===== config.mk =====
export PLATFORM = sky130hd
export DESIGN_NAME = cp0_unit
export DESIGN_NICKNAME = d
export VERILOG_FILES = /design/src/rtl/cp0_unit.sv
export SDC_FILE = /design/constraint.sdc
export NUM_CORES = 1
export LEC_CHECK = 0
export CAP_MARGIN = 10
export CORE_MARGIN = 2
export CORE_UTILIZATION = 44
export CTS_CLUSTER_SIZE = 14
export DETAILED_ROUTE_END_ITERATION = 10
export PLACE_DENSITY = 0.88
export SETUP_SLACK_MARGIN = 0.2
export SYNTH_ARGS = -nofsm -noshare
export SYNTH_HDL_FRONTEND = slang
export SYNTH_SLANG_ARGS = --single-unit

===== constraint.sdc =====
create_clock -name clk -period 4.4 [get_ports clk]
set_input_delay 0.88 -clock clk [delete_from_list [all_inputs] [get_ports clk]]
set_output_delay 0.88 -clock clk [all_outputs]
set_load 0.01 [all_outputs]

===== src/rtl/cp0_unit.sv =====
// Coprocessor 0 for the five-stage core: SR/Cause/EPC/PRId, mfc0/mtc0/eret,
// and the combinational flush request that redirects fetch to the handler.
module cp0_unit #(
  parameter logic [31:0] HANDLER_PC = 32'h0000_4180,
  parameter logic [31:0] PRID_VAL   = 32'h2022_0801
) (
  input  logic        clk,
  input  logic        reset,
  input  logic        wr_en,
  input  logic [4:0]  cp0_addr,
  input  logic [31:0] cp0_wdata,
  output logic [31:0] cp0_rdata,
  input  logic [31:0] vpc,
  input  logic        bd_in,
  input  logic [4:0]  exc_code_in,
  input  logic        eret_in,
  input  logic [5:0]  hw_int,
  output logic        req,
  output logic [31:0] handler_pc,
  output logic [31:0] epc_out
);

  localparam logic [4:0] ADDR_SR    = 5'd12;
  localparam logic [4:0] ADDR_CAUSE = 5'd13;
  localparam logic [4:0] ADDR_EPC   = 5'd14;
  localparam logic [4:0] ADDR_PRID  = 5'd15;

  logic [5:0]  im_q, im_d;
  logic        exl_q, exl_d;
  logic        ie_q, ie_d;
  logic        bd_q, bd_d;
  logic [5:0]  ip_q, ip_d;
  logic [4:0]  exc_code_q, exc_code_d;
  logic [29:0] epc_q, epc_d;

  logic        int_req;
  logic        exc_req;
  logic [31:0] epc_target;
  logic [31:0] sr_val;
  logic [31:0] cause_val;
  logic [31:0] epc_val;

  assign int_req = (|(hw_int & im_q)) & ie_q & ~exl_q;
  assign exc_req = (exc_code_in != 5'd0) & ~exl_q;
  assign req     = (int_req | exc_req) & ~reset;

  // A delay-slot fault restarts at the branch, so EPC points one word back.
  assign epc_target = bd_in ? (vpc - 32'd4) : vpc;

  always_comb begin
    im_d       = im_q;
    exl_d      = exl_q;
    ie_d       = ie_q;
    bd_d       = bd_q;
    ip_d       = hw_int;
    exc_code_d = exc_code_q;
    epc_d      = epc_q;
    if (req) begin
      exl_d      = 1'b1;
      exc_code_d = int_req ? 5'd0 : exc_code_in;
      bd_d       = bd_in;
      epc_d      = epc_target[31:2];
    end else begin
      if (wr_en && (cp0_addr == ADDR_SR)) begin
        im_d  = cp0_wdata[15:10];
        exl_d = cp0_wdata[1];
        ie_d  = cp0_wdata[0];
      end
      if (wr_en && (cp0_addr == ADDR_EPC)) begin
        epc_d = cp0_wdata[31:2];
      end
      // eret is applied after the SR write so it wins on EXL.
      if (eret_in) begin
        exl_d = 1'b0;
      end
    end
  end

  always_ff @(posedge clk) begin
    if (reset) begin
      im_q       <= 6'd0;
      exl_q      <= 1'b0;
      ie_q       <= 1'b0;
      bd_q       <= 1'b0;
      ip_q       <= 6'd0;
      exc_code_q <= 5'd0;
      epc_q      <= 30'd0;
    end else begin
      im_q       <= im_d;
      exl_q      <= exl_d;
      ie_q       <= ie_d;
      bd_q       <= bd_d;
      ip_q       <= ip_d;
      exc_code_q <= exc_code_d;
      epc_q      <= epc_d;
    end
  end

  assign sr_val    = {16'd0, im_q, 8'd0, exl_q, ie_q};
  assign cause_val = {bd_q, 15'd0, ip_q, 3'd0, exc_code_q, 2'd0};
  assign epc_val   = {epc_q, 2'b00};

  always_comb begin
    cp0_rdata = 32'd0;
    case (cp0_addr)
      ADDR_SR:    cp0_rdata = sr_val;
      ADDR_CAUSE: cp0_rdata = cause_val;
      ADDR_EPC:   cp0_rdata = epc_val;
      ADDR_PRID:  cp0_rdata = PRID_VAL;
      default:    cp0_rdata = 32'd0;
    endcase
  end

  assign handler_pc = HANDLER_PC;
  assign epc_out    = epc_val;

endmodule


==> results.sh, run 1 <==
export IMPL_status="finished, final reports clean"
export IMPL_viasPerCell=5.85
export IMPL_dp_cells=660
export IMPL_grt_pass1_wl_um=18800
export IMPL_drc=0
export IMPL_post_route_period_util_pct=86.8
export IMPL_yosysTopAreaCell="dfxtp_1"
export IMPL_synth_top_cells_by_area="dfxtp_1 (28%), and3_1 (8.1%), a2111oi_0 (7.4%)"
export IMPL_netlist_top_cells_count="dfxtp_1 (50), and3_1 (46), clkbuf_1 (37)"
export IMPL_final_core_utilization_pct=65.2
export IMPL_drv_cap=0
export IMPL_clock_fmax_mhz=262
export IMPL_dieArea_mm2=0.00880
export IMPL_synth_warnings=0
export IMPL_drt_iter0_markers=244
export IMPL_fin_ws_ps=582
export IMPL_antenna_left=0
export IMPL_yosysSeqAreaShare_pct=28.2
export IMPL_grt_pass1_vias=3717
export IMPL_area_delta_synth_final_pct=42.7
export IMPL_tightest_slew_ps=955
export IMPL_power_density_mw_per_mm2=230
export IMPL_synth_main_ff_cell="dfxtp_1"
export IMPL_vias=3908
export IMPL_post_place_ws_ps=629
export IMPL_worstPathArrival_ps=2940
export IMPL_path_max_fanout=21
export IMPL_fin_cells=668
export IMPL_slew_violations=0
export IMPL_hp_class="reg -> reg"
export IMPL_cp_start_kind="primary input"
export IMPL_grt_max_degree=58
export IMPL_hold_violations=0
export IMPL_routedWlPerCell_um=17.9
export IMPL_peakVddDrop_v=0.000214
export IMPL_grt_usage_pct=26.6
export IMPL_finalPower_w=0.00116
export IMPL_ctsHoldBuffers=0
export IMPL_antenna_found_initial=0
export IMPL_cts_root_buf="clkbuf_8"
export IMPL_end_kind="primary output"
export IMPL_core_mm2=0.00777
export IMPL_syn_avg_cell_area_um2=8.01
export IMPL_path_class="in -> out"
export IMPL_die_w_um=93.8
export IMPL_finClkSkew_ps=6.37
export IMPL_die_height_um=93.8
export IMPL_cts_sinks=50
export IMPL_drt_pass1_iterations=4
export IMPL_fin_crit_ps=3820
export IMPL_ys_types=47
export IMPL_cts_setup_buffers=0
export IMPL_start_util_pct=45.7
export IMPL_finalSetupViolations=0
export IMPL_rows=32
export IMPL_r2r_setup_slack_ps=2240
export IMPL_synth_edf_count=0
export IMPL_slew_headroom_pct=36.2
export IMPL_synth_area_mm2=0.00355
export IMPL_grt_overflow=0
export IMPL_clockBufferDepth=2
export IMPL_routabilityCongestion=0.873
export IMPL_nets=651
export IMPL_wirelength_um=11900
export IMPL_rsz0062_at_grt="false"
export IMPL_htree_levels=2
export IMPL_cts_resized=0
export IMPL_layout_drive_gt1_share_pct=5.30
export IMPL_tritoncts="done"
export IMPL_synth_cells=443
export IMPL_synth_top_area_share_pct=28.2
export IMPL_portBuffers=145
export IMPL_hpwl_um=8860
export IMPL_ys_seq_elements=50
export IMPL_numCtsBuffers=5
export IMPL_crit_required_ps=3520
export IMPL_ios=182
export IMPL_fin_setup_tns_ps=0
export IMPL_clkLatencyLatePin_ps=300
export IMPL_clk_pin_slew_ps=90
export IMPL_async_reset_ff_share_pct=0
export IMPL_power_leakage_nw=1.86
export IMPL_synth_most_common_cell="dfxtp_1"
export IMPL_antenna_cells=0
metrics by stage:
stage               area (um^2)  hold WS [ps]
detailed placement         4950           465
CTS                        5060           477
global route               5060           501
finish                     5060           475
floorplan                  3670           443
global placement           4950           453
metal layers:
layer / wire length (um) / vias up / global-route usage (%)
met5: 0 / - / 0
met3: 812 / 14 / 3.85
met1: 4880 / 1854 / 34.0
met4: 178 / 0 / 7.25
li1: - / 1872 / -
met2: 6060 / 168 / 46.6
cell families after synthesis:
logic type | synth area share [%]
other | 0.212
AO/OA/AOI/OAI | 23.5
AND/OR/NAND/NOR | 29.9
multiplexers | 3.39
XOR/XNOR | 2.72
flip-flops | 28.2
adder cells (fa/ha/maj) | 0.353
buffers and inverters | 11.8
path summary, 6_finish.rpt:
kind,startpoint,end,cells past startpoint
min reg2reg,exc_code_q[1]$_SDFFE_PP0P_,exc_code_q[1]$_SDFFE_PP0P_,2
max reg2reg,im_q[2]$_SDFFE_PP0P_,im_q[5]$_SDFFE_PP0P_,5
max,cp0_addr[0],cp0_rdata[31],6
min,exc_code_q[1]$_SDFFE_PP0P_,exc_code_q[1]$_SDFFE_PP0P_,2
report_power, final:
part	internal, W	switching (W)	total (W)
logic	0.000169	0.000153	0.000322
clock network	0.000170	0.000157	0.000327
registers	0.000487	0.0000277	0.000514
cell type report:
type	count	area, um^2
tap	102	128
fill	657	2710
multi-input combinational	348	2270
sequential	50	1000
clock buffer	6	72.6
clock inverter	2	37.5
timing repair buffer	156	1540
inverter	4	15.0
critical path, stage by stage:
cell             delay, ps
clkdlybuf4s50_1        680
nor2b_1                220
buf_4                  290
a22oi_1                140
nor2_1                 150
clkdlybuf4s50_1        580
flip-flops by register name (all words and copies together) (netlist names):
| name | flops |
|---|---|
| epc_q | 30 |
| bd_q | 1 |
| exl_q | 1 |
| exc_code_q | 5 |
| im_q | 6 |
| ip_q | 6 |
| ie_q | 1 |
cells in the final DEF (no fill, tap or decap), types with 2 or more instances in the layout:
cell / Yosys / layout
mux2i_1: 12 / 12
a311oi_1: 19 / 18
o21ai_0: 6 / 6
a211oi_1: 13 / 13
o31ai_1: 12 / 12
a22oi_1: 9 / 9
o41ai_1: 2 / 2
nor2b_1: 10 / 10
nand2_1: 10 / 10
and3_1: 46 / 46
nand2b_1: 15 / 15
or4_1: 12 / 12
nor3_1: 6 / 6
and3b_1: 3 / 3
xnor2_1: 6 / 6
dfxtp_1: 50 / 50
clkbuf_8: 0 / 5
clkdlybuf4s50_1: 0 / 144
xor2_1: 5 / 5
nand4_1: 4 / 4
a2111oi_0: 30 / 30
nor2_1: 33 / 33
nand3_1: 17 / 17
conb_1: 2 / 34
or2_2: 2 / 2
a21oi_1: 13 / 13
nor3_2: 2 / 2
buf_4: 34 / 10
or4b_2: 2 / 2
inv_1: 4 / 4
nor4_1: 2 / 2
or3_1: 9 / 9
No activity file was read; power rests on OpenSTA's default activity.
==> run 2, diff against run 1 <==
--- a/config.mk
+++ b/config.mk
@@ -10,6 +10,7 @@
 export CORE_UTILIZATION = 44
 export CTS_CLUSTER_SIZE = 14
 export DETAILED_ROUTE_END_ITERATION = 10
+export HOLD_SLACK_MARGIN = 0.03
 export PLACE_DENSITY = 0.88
 export SETUP_SLACK_MARGIN = 0.2
 export SYNTH_ARGS = -nofsm -noshare
==> results of run 2 <==
The final DEF is identical to that of run 1; final timing and power are the same.
==> run 3, diff against run 2 <==
--- a/config.mk
+++ b/config.mk
@@ -6,7 +6,6 @@
 export NUM_CORES = 1
 export LEC_CHECK = 0
 export CAP_MARGIN = 10
-export CORE_MARGIN = 2
 export CORE_UTILIZATION = 44
 export CTS_CLUSTER_SIZE = 14
 export DETAILED_ROUTE_END_ITERATION = 10
==> run 3 against run 2 <==
Against the previous run:
- fmax is essentially flat
- global-route usage up 1.1 points
- cell area down 0.87%
- worst setup slack improved by 1.1 ps
- sequential cell count unchanged
- core utilization is 0.56 points lower
- combinational power hardly changed
- clock power decreased by 17%
- non-clock buffer count fell by 1
- largest power group unchanged
==> results.sh, run 3 (synthesis gave the netlist of run 1 again) <==
export IMPL_routabilityCongestion=0.895
export IMPL_status="finished, final reports clean"
export IMPL_tritoncts="done"
export IMPL_final_common_cell="clkdlybuf4s50_1"
export IMPL_cts_root_buf="clkbuf_8"
export IMPL_grt_usage_pct=27.7
export IMPL_post_route_period_util_pct=86.8
export IMPL_switchingPower_w=0.000341
export IMPL_rows=32
export IMPL_placed_area_mm2=0.00493
export IMPL_nFillCells=671
export IMPL_clock_power_share_pct=24.7
export IMPL_hpwl_um=8610
export IMPL_antenna_left=0
export IMPL_fin_crit_ps=3820
export IMPL_worstPathArrival_ps=2940
export IMPL_sequentialPowerShare_pct=46.5
export IMPL_path_class="in -> out"
export IMPL_grt_max_degree=58
export IMPL_vias=3987
export IMPL_combPwrFrac_pct=28.8
export IMPL_tightest_slew_ps=913
export IMPL_fin_setup_tns_ps=0
export IMPL_finalSetupViolations=0
export IMPL_ios=182
export IMPL_dieArea_mm2=0.00843
export IMPL_start_util_pct=45.7
export IMPL_end_kind="primary output"
export IMPL_top_register="epc_q"
export IMPL_fin_area_mm2=0.00502
export IMPL_drc=0
export IMPL_power_density_mw_per_mm2=221
export IMPL_slew_headroom_pct=39.0
export IMPL_cts_resized=0
export IMPL_rsz0062_at_grt="false"
export IMPL_top_regs="epc_q: 30 flops, im_q: 6 flops, ip_q: 6 flops"
export IMPL_die_w_um=91.8
export IMPL_grt_pass1_vias=3785
export IMPL_wirelength_um=11700
export IMPL_viasPerCell=5.98
export IMPL_peakVddDrop_v=0.000116
export IMPL_portBuffers=145
export IMPL_hold_violations=0
export IMPL_multiInputGateArea_mm2=0.00227
export IMPL_cts_sinks=50
export IMPL_grt_overflow=0
export IMPL_power_leakage_nw=1.85
export IMPL_area_delta_synth_final_pct=41.4
export IMPL_die_height_um=91.8
export IMPL_core_mm2=0.00777
export IMPL_drt_iter0_markers=232
export IMPL_clk_pin_slew_ps=100
export IMPL_crit_required_ps=3520
export IMPL_clockBufferDepth=2
export IMPL_clkLatencyLatePin_ps=310
export IMPL_clock_fmax_mhz=262
export IMPL_intPower_w=0.000767
export IMPL_slew_violations=0
export IMPL_layout_common_cells="clkdlybuf4s50_1 (144), dfxtp_1 (50), and3_1 (46)"
export IMPL_drt_pass1_iterations=7
export IMPL_routedWlPerCell_um=17.5
export IMPL_switching_share_pct=30.8
export IMPL_layout_drive_gt1_share_pct=5.13
export IMPL_cp_start_kind="primary input"
export IMPL_grt_pass1_wl_um=18900
export IMPL_largest_register_ffs=30
export IMPL_antenna_cells=0
export IMPL_seq_area_mm2=0.00100
export IMPL_hp_class="reg -> reg"
export IMPL_antenna_found_initial=0
export IMPL_path_max_fanout=21
export IMPL_finClkSkew_ps=8.78
export IMPL_ctsHoldBuffers=0
export IMPL_cts_setup_buffers=0
export IMPL_nets=650
export IMPL_htree_levels=2
export IMPL_numCtsBuffers=5
export IMPL_drv_cap=0
run 3: cell types whose count changed in the layout (fill, tap and decap cells not counted), sizes merged:
cell      previous run  this run
clkinvlp             1         0
clkinv               0         2
bufinv               1         0
buf                 12        11
run 3: area by class of cell:
type	instances	area share, %
well taps	102	2.54
clock buffers	6	1.45
multi-input cells	348	45.2
flip-flops and latches	50	19.9
clock inverters	2	0.274
inverters	4	0.299
repair buffers	155	30.3
run 3: power groups by stage:
| stage | logic, W | registers [W] | clock network [W] |
|---|---|---|---|
| 2_1_floorplan | 0.000150 | 0.000527 | 0 |
| 3_3_place_gp | 0.000307 | 0.000523 | 0 |
| 3_5_place_dp | 0.000315 | 0.000525 | 0 |
| 4_1_cts | 0.000316 | 0.000515 | 0.000276 |
| 5_1_grt | 0.000343 | 0.000519 | 0.000294 |
| 6_report | 0.000319 | 0.000515 | 0.000273 |
run 3: worst paths after layout:
| path | endpoint | slack, ps | cells past startpoint | from |
|---|---|---|---|---|
| min | exc_code_q[3]$_SDFFE_PP0P_ | 480 | 2 | exc_code_q[3]$_SDFFE_PP0P_ |
| max | cp0_rdata[31] | 580 | 6 | cp0_addr[0] |
| min reg2reg | exc_code_q[3]$_SDFFE_PP0P_ | 480 | 2 | exc_code_q[3]$_SDFFE_PP0P_ |
| max reg2reg | im_q[2]$_SDFFE_PP0P_ | 2300 | 5 | im_q[5]$_SDFFE_PP0P_ |
run 3: metal layers:
metal / part of all wire [%] / up-vias / GRT usage [%]
met2: 49 / 207 / 49.6
met4: 2.8 / 0 / 9.51
met5: 0 / - / 0
met3: 6.4 / 31 / 4.56
met1: 41 / 1876 / 33.5
li1: - / 1873 / -
run 3: worst max-delay path, cell delays in order:
cell and delay, ps:
clkdlybuf4s50_1 660, nor2b_1 220, buf_4 290, a22oi_1 140, nor2_1 160, clkdlybuf4s50_1 580
run 3: per-stage QoR:
step / utilization (%) / hold WS [ps] / cells / setup WS (ps) / power (W)
4_1_cts: 64.6 / 482 / 667 / 622 / 0.00111
2_1_floorplan: - / 443 / 475 / 1370 / 0.000677
6_report: 64.6 / 482 / 667 / 583 / 0.00111
3_3_place_gp: 63.5 / 454 / 659 / 630 / 0.000830
5_1_grt: 64.6 / 512 / 667 / 470 / 0.00116
3_5_place_dp: 63.5 / 465 / 659 / 639 / 0.000840
